## src/rtl/dbi_init_seq_if.sv

```systemverilog
// dbi_init_seq_if: DBI TX configuration channels (type / command / data) between the init sequencer and the TX FSM.
// master drives type/com/data payload and valids and takes readies; slave is the mirror view.
interface dbi_init_seq_if #(
  parameter int DBI_IF_D_W = 8
);
  logic                  tx_type_rw_o;
  logic                  tx_type_hrst_o;
  logic [2:0]            tx_type_dat_amt_o;
  logic                  tx_type_vld_o;
  logic                  tx_type_rdy_i;
  logic [DBI_IF_D_W-1:0] tx_com_o;
  logic                  tx_com_vld_o;
  logic                  tx_com_rdy_i;
  logic [DBI_IF_D_W-1:0] tx_data_o;
  logic                  tx_data_vld_o;
  logic                  tx_data_rdy_i;
  modport master (
    output tx_type_rw_o, tx_type_hrst_o, tx_type_dat_amt_o, tx_type_vld_o,
    output tx_com_o, tx_com_vld_o, tx_data_o, tx_data_vld_o,
    input  tx_type_rdy_i, tx_com_rdy_i, tx_data_rdy_i
  );
  modport slave (
    input  tx_type_rw_o, tx_type_hrst_o, tx_type_dat_amt_o, tx_type_vld_o,
    input  tx_com_o, tx_com_vld_o, tx_data_o, tx_data_vld_o,
    output tx_type_rdy_i, tx_com_rdy_i, tx_data_rdy_i
  );
endinterface

```

## src/rtl/dbi_init_seq.sv

```systemverilog
// dbi_init_seq: power-on panel bring-up script (HW reset, SLPOUT, wait, MADCTL, COLMOD, CASET, RASET, DISPON), then stream mode.
// Ports: clk, rst_n (async, active-low), start_i (start/restart pulse), dbi_ctrl_mode_o (0 idle/1 conf/2 stream),
// dbi_mem_com_o (RAMWR constant), busy_o, init_done_o, tx (type/command/data channels, master side).
// Optional: define DBI_INIT_AUTO_START_EN to start the script on the first clock after reset release.
module dbi_init_seq #(
  parameter int         INTERNAL_CLK = 125000000,
  parameter int         DBI_IF_D_W   = 8,
  parameter int         DISP_W       = 240,
  parameter int         DISP_H       = 320,
  parameter logic [7:0] MADCTL_VAL   = 8'h48,
  parameter logic [7:0] COLMOD_VAL   = 8'h55,
  parameter int         SLP_WAIT_MS  = 6
) (
  input  logic                  clk,
  input  logic                  rst_n,
  input  logic                  start_i,
  output logic [1:0]            dbi_ctrl_mode_o,
  output logic [DBI_IF_D_W-1:0] dbi_mem_com_o,
  output logic                  busy_o,
  output logic                  init_done_o,
  dbi_init_seq_if.master        tx
);
  localparam int SLP_WAIT_CYC = (INTERNAL_CLK / 1000) * SLP_WAIT_MS;
  localparam int CW = $clog2(SLP_WAIT_CYC + 1);
  localparam logic [15:0] COL_END = 16'(DISP_W - 1);
  localparam logic [15:0] ROW_END = 16'(DISP_H - 1);
  typedef enum logic [1:0] {IDLE, ISSUE, SLP_WAIT, DONE} state_t;
  state_t        state_q;
  logic [2:0]    step_q;
  logic [1:0]    byte_q;
  logic [CW-1:0] cnt_q;
  logic          hrst, issue, start, type_hs, data_hs;
  logic [2:0]    amt;
  logic [7:0]    cmd, dat;
`ifdef DBI_INIT_AUTO_START_EN
  logic armed_q;
  always_ff @(posedge clk or negedge rst_n)
    if (!rst_n) armed_q <= 1'b1;
    else armed_q <= 1'b0;
  assign start = start_i | armed_q;
`else
  assign start = start_i;
`endif
  always_comb begin
    hrst = 1'b0;
    cmd  = 8'h00;
    amt  = 3'd0;
    dat  = 8'h00;
    case (step_q)
      3'd0: hrst = 1'b1;
      3'd1: cmd = 8'h11;
      3'd2: {cmd, amt, dat} = {8'h36, 3'd1, MADCTL_VAL};
      3'd3: {cmd, amt, dat} = {8'h3A, 3'd1, COLMOD_VAL};
      3'd4: {cmd, amt, dat} = {8'h2A, 3'd4, byte_q == 2'd2 ? COL_END[15:8] : byte_q == 2'd3 ? COL_END[7:0] : 8'h00};
      3'd5: {cmd, amt, dat} = {8'h2B, 3'd4, byte_q == 2'd2 ? ROW_END[15:8] : byte_q == 2'd3 ? ROW_END[7:0] : 8'h00};
      3'd6: cmd = 8'h29;
      default: ;
    endcase
  end
  // payload is gated by state so every output is zero outside ISSUE and never looks at a ready
  assign issue                = state_q == ISSUE;
  assign tx.tx_type_rw_o      = 1'b0;
  assign tx.tx_type_vld_o     = issue;
  assign tx.tx_type_hrst_o    = issue & hrst;
  assign tx.tx_type_dat_amt_o = issue ? amt : 3'd0;
  assign tx.tx_com_vld_o      = issue & ~hrst;
  assign tx.tx_com_o          = issue ? DBI_IF_D_W'(cmd) : '0;
  assign tx.tx_data_vld_o     = issue & ~hrst & (amt != 3'd0);
  assign tx.tx_data_o         = issue ? DBI_IF_D_W'(dat) : '0;
  assign dbi_mem_com_o        = DBI_IF_D_W'(8'h2C);
  assign dbi_ctrl_mode_o      = state_q == DONE ? 2'd2 : state_q == IDLE ? 2'd0 : 2'd1;
  assign busy_o               = issue | (state_q == SLP_WAIT);
  assign init_done_o          = state_q == DONE;
  assign type_hs              = issue & tx.tx_type_rdy_i;
  assign data_hs              = tx.tx_data_vld_o & tx.tx_data_rdy_i;
  always_ff @(posedge clk or negedge rst_n)
    if (!rst_n) begin
      state_q <= IDLE;
      step_q  <= 3'd0;
      byte_q  <= 2'd0;
      cnt_q   <= '0;
    end else begin
      case (state_q)
        IDLE, DONE: if (start) begin
          state_q <= ISSUE;
          step_q  <= 3'd0;
          byte_q  <= 2'd0;
        end
        ISSUE: if (type_hs) begin
          byte_q  <= 2'd0;
          cnt_q   <= CW'(SLP_WAIT_CYC - 1);
          state_q <= step_q == 3'd1 ? SLP_WAIT : step_q == 3'd6 ? DONE : ISSUE;
          step_q  <= step_q == 3'd6 ? step_q : step_q + 3'd1;
        end else if (data_hs && {1'b0, byte_q} != amt - 3'd1) begin
          byte_q <= byte_q + 2'd1;
        end
        SLP_WAIT: if (cnt_q == '0) begin
          state_q <= ISSUE;
          step_q  <= 3'd2;
        end else begin
          cnt_q <= cnt_q - 1'b1;
        end
        default: ;
      endcase
    end
endmodule

```

## src/flat_wrapper.sv

```systemverilog
// flat-port wrapper written by rule: the top's interface ports become plain ports
module dbi_init_seq_flat 
#(
  parameter int         INTERNAL_CLK = 125000000,
  parameter int         DBI_IF_D_W   = 8,
  parameter int         DISP_W       = 240,
  parameter int         DISP_H       = 320,
  parameter logic [7:0] MADCTL_VAL   = 8'h48,
  parameter logic [7:0] COLMOD_VAL   = 8'h55,
  parameter int         SLP_WAIT_MS  = 6
)
  (clk, rst_n, start_i, dbi_ctrl_mode_o, dbi_mem_com_o, busy_o, init_done_o, tx_tx_type_rw_o, tx_tx_type_hrst_o, tx_tx_type_dat_amt_o, tx_tx_type_vld_o, tx_tx_com_o, tx_tx_com_vld_o, tx_tx_data_o, tx_tx_data_vld_o, tx_tx_type_rdy_i, tx_tx_com_rdy_i, tx_tx_data_rdy_i);
  dbi_init_seq_if #(.DBI_IF_D_W(DBI_IF_D_W)) tx_i ();
  input  logic clk;
  input  logic rst_n;
  input  logic start_i;
  output logic [1:0] dbi_ctrl_mode_o;
  output logic [DBI_IF_D_W-1:0] dbi_mem_com_o;
  output logic busy_o;
  output logic init_done_o;
  output wire logic [$bits(tx_i.tx_type_rw_o)-1:0] tx_tx_type_rw_o;
  output wire logic [$bits(tx_i.tx_type_hrst_o)-1:0] tx_tx_type_hrst_o;
  output wire logic [$bits(tx_i.tx_type_dat_amt_o)-1:0] tx_tx_type_dat_amt_o;
  output wire logic [$bits(tx_i.tx_type_vld_o)-1:0] tx_tx_type_vld_o;
  output wire logic [$bits(tx_i.tx_com_o)-1:0] tx_tx_com_o;
  output wire logic [$bits(tx_i.tx_com_vld_o)-1:0] tx_tx_com_vld_o;
  output wire logic [$bits(tx_i.tx_data_o)-1:0] tx_tx_data_o;
  output wire logic [$bits(tx_i.tx_data_vld_o)-1:0] tx_tx_data_vld_o;
  input wire logic [$bits(tx_i.tx_type_rdy_i)-1:0] tx_tx_type_rdy_i;
  input wire logic [$bits(tx_i.tx_com_rdy_i)-1:0] tx_tx_com_rdy_i;
  input wire logic [$bits(tx_i.tx_data_rdy_i)-1:0] tx_tx_data_rdy_i;
  assign tx_tx_type_rw_o = tx_i.tx_type_rw_o;
  assign tx_tx_type_hrst_o = tx_i.tx_type_hrst_o;
  assign tx_tx_type_dat_amt_o = tx_i.tx_type_dat_amt_o;
  assign tx_tx_type_vld_o = tx_i.tx_type_vld_o;
  assign tx_tx_com_o = tx_i.tx_com_o;
  assign tx_tx_com_vld_o = tx_i.tx_com_vld_o;
  assign tx_tx_data_o = tx_i.tx_data_o;
  assign tx_tx_data_vld_o = tx_i.tx_data_vld_o;
  assign tx_i.tx_type_rdy_i = tx_tx_type_rdy_i;
  assign tx_i.tx_com_rdy_i = tx_tx_com_rdy_i;
  assign tx_i.tx_data_rdy_i = tx_tx_data_rdy_i;
  dbi_init_seq #(.INTERNAL_CLK(INTERNAL_CLK), .DBI_IF_D_W(DBI_IF_D_W), .DISP_W(DISP_W), .DISP_H(DISP_H), .MADCTL_VAL(MADCTL_VAL), .COLMOD_VAL(COLMOD_VAL), .SLP_WAIT_MS(SLP_WAIT_MS)) u_core (.clk(clk), .rst_n(rst_n), .start_i(start_i), .dbi_ctrl_mode_o(dbi_ctrl_mode_o), .dbi_mem_com_o(dbi_mem_com_o), .busy_o(busy_o), .init_done_o(init_done_o), .tx(tx_i));
endmodule
```

## config.mk

```make
export PLATFORM = sky130hd
export DESIGN_NAME = dbi_init_seq_flat
export DESIGN_NICKNAME = d
export VERILOG_FILES = /design/src/rtl/dbi_init_seq_if.sv /design/src/rtl/dbi_init_seq.sv /design/src/flat_wrapper.sv
export SDC_FILE = /design/constraint.sdc
export NUM_CORES = 1
export LEC_CHECK = 0
export ABC_AREA = 1
export CORE_ASPECT_RATIO = 0.5
export CORE_MARGIN = 1
export CORE_UTILIZATION = 35
export CTS_BUF_LIST = sky130_fd_sc_hd__clkbuf_8
export DETAILED_ROUTE_END_ITERATION = 12
export DONT_BUFFER_PORTS = 1
export GPL_ROUTABILITY_DRIVEN = 0
export GPL_TIMING_DRIVEN = 0
export PLACE_DENSITY = 0.47
export SLEW_MARGIN = 0
export SYNTH_ARGS = -nofsm -noshare
export SYNTH_HDL_FRONTEND = slang
export SYNTH_SLANG_ARGS = --single-unit
```

## constraint.sdc

```tcl
create_clock -name clk -period 2.16 [get_ports clk]
set_input_delay 0 -clock clk [delete_from_list [all_inputs] [get_ports clk]]
set_output_delay 0 -clock clk [all_outputs]
set_load 0.02 [all_outputs]
```

==> flow_summary.ini <==
[yosys]
synth_simple_gate_area_share_pct = 38.4
synthXorXnorAreaFrac_pct = 0
synth.area.top_cells = dfrtp_1 29%, nand2_1 16%, nor2_1 7.6%
yosys_register_bits = 27
ys_warn_count = 0
synth_fa_ha_area_share_pct = 7.02
syn_area_per_cell_um2 = 6.78
syn_area_um2 = 2320
yosys.area.top_type = dfrtp_1
syn-instance-count = 342
synth_edf_count = 0
synth_top_area_share_pct = 29.2
synth_top_family_by_area = simple AND/OR/NAND/NOR gates
synth.lib_cells_used.distinct = 36
synth-main-ff-cell = dfrtp_1
synth.mux.area_fraction_pct = 0
synth-compound-area-share_pct = 11.2
ys_async_sr_fraction_pct = 100
yosysSeqAreaShare_pct = 29.2

[cts]
clock-sinks = 27
cts_buffers = 3
clk_latency_ns = 0.29
path_clk_slew_ns = 0.12
cts-root-buf = clkbuf_8
cts_tree = built
h-tree-depth = 1
cts_buffer_depth = 2

[sta]
finalCriticalPeriod_ns = 2.23
tightest_slew_ns = 0.635
hold_viol = 0
fin_ws_ns = -0.0735
setup_viol_count_final = 2
fin_skew_ns = 0.0172
clock.fmax_mhz = 448
rsz0062_at_grt = true
slew_headroom_pct = 57.3
drv_slew = 0
fin_crit_sh_pct = 103
finalSetupTns_ns = -0.136

[worst_setup_path]
startpoint_type = flip-flop
crit_family = simple AND/OR/NAND/NOR gates
crit_cells = 10
cp_cell_sequence = buf_6 > ha_4 > ha_4 > inv_4 > nand2_4 > inv_4 > ha_4 > or2_4 > nor3_4 > o21bai_4
cp.buffers_inverters = 3
critPathArrivalTime_ns = 2.23
slowest_delay_ns = 0.44
critPathMaxFanout = 4
cp_slowest_cell = dfrtp_1
r2r_end = u_core.byte_q[0]
crit_path_end = tx_tx_data_o[3]
crit_path_start = u_core.step_q[0]
path_class = flip-flop to primary output
crit_required_ns = 2.16
cp-end-kind = primary output
r2r_start = u_core.step_q[0]
cp_common_cell = ha_4
reg2reg_slack_ns = 0.12
worstRegToRegCells = 14

[final_layout]
diodes = 0
final_common_cell = nand2_1
area_delta_synth_final_pct = 21.0
layout_common_cells = 93 x nand2_1, 42 x nor2_1, 28 x inv_1, 26 x dfrtp_1, 25 x nand3_1
nets = 386
drive_gt1_share_pct = 26.8

[route]
drcViolationCount = 0
routed_wl_um = 5700
ant_nets = 0
drtIter0Drc = 91
wl_per_cell_um = 12.6
vias = 2112
first_pass_iters = 4
vias_per_cell = 4.65

[floorplanning]
dieArea_um2 = 6970
start_util_pct = 37.2
core_um2 = 6230
num_rows = 20
die_x_um = 117
ios = 42
die_y_um = 59.5

[global_route]
antenna_found_initial = 0
grt_pass1_vias = 2043
overflow = 0
grt_max_degree = 28
gr-usage-all-layers_pct = 18.1
grt_pass1_wl_um = 9670

[pwr]
irDropWorstVdd_v = 0.000563
p_per_area_nw_per_um2 = 1260
power.total_mw = 3.53
p_leak_nw = 1.30

[place]
dp_hpwl_um = 4130
port_buffers = 0
dp_slack_ns = -0.218

[min_path]
min_from = start_i
min_path_type = input pin to flip-flop

[status]
violations = setup timing
status = finished, violations left

[job]
cap_violations = 0
per-layer routing:
layer  share of wire, %  vias up  GRT usage (%)
li1                   -     1095              -
met1                 51      963           24.4
met2                 45       52           31.1
met3                4.1        2           3.17
met4               0.42        0           2.53
met5                  0        -              0
tightest hold or removal path: stages:
cell and delay [ns]:
nor2_1 0.16, a21oi_1 0.10, nand3_1 0.09, nand2_1 0.05
synthesized netlist by cell type, types with 2 or more instances:
cell and count:
o21ai_2 11, buf_6 3, nor2_1 47, dfrtp_1 27, nand3_1 25, nor2_4 2
buf_4 15, a21oi_1 9, o21bai_1 2, nor2_2 5, inv_1 35, inv_2 3
or2_0 2, ha_1 13, nand4_1 3, conb_1 2, nand2_1 96, buf_2 2
o21ai_0 12, nor3_1 3, or2_2 5, nand2_2 6
report_power, final:
part           internal [mW]  switching (mW)  total, mW
clock                  0.136           0.185      0.321
combinational          0.790            1.51       2.30
sequential             0.690           0.218      0.908
total                   1.62            1.91       3.53
through the flow:
step / cell area [µm²] / utilization (%) / hold WS, ns / instances
CTS: 2750 / 44.2 / 0.110 / 453
global placement: 2470 / 39.6 / -0.295 / 440
global route: 2800 / 45.0 / 0.135 / 454
floorplan: 2360 / - / -0.296 / 352
finish: 2800 / 45.0 / 0.127 / 454
detailed placement: 2470 / 39.6 / -0.294 / 440
worst min-delay path by stage:
stage                            end  depth (start not counted)  slack (ns)
CTS                 u_core.byte_q[1]                          5        0.11
global route        u_core.byte_q[1]                          4        0.14
global placement     u_core.cnt_q[7]                          0       -0.29
finish              u_core.byte_q[1]                          4        0.13
floorplan           u_core.byte_q[0]                          0       -0.30
detailed placement   u_core.cnt_q[7]                          0       -0.29
area by class of cell:
class,instances,area (µm²)
Buffer,22,173
Clock buffer,3,41.3
Sequential cell,27,677
Tap cell,88,110
Inverter,38,150
Timing Repair Buffer,11,104
Fill cell,643,3430
Multi-Input combinational cell,264,1540
Clock inverter,1,8.76
cell families after synthesis:
logic type | after synthesis
fa+ha+maj | 13
compound gates | 39
simple gates | 200
flops | 27
other cells | 2
buf+inv | 61
registers in the layout (all words and copies together), names as in the netlist:
| name | cells |
|---|---|
| u_core.cnt_q | 20 |
| u_core.step_q | 3 |
| u_core.state_q | 2 |
| u_core.byte_q | 2 |
what timing repair did:
item	in CTS	in global routing
hold endpoints to repair	28	0
pin swaps	5	1
hold buffers	3	0
gates resized for setup	41	10
setup buffers	6	2
setup endpoints to repair	12	14
No activity file was read; power rests on OpenSTA's default activity.
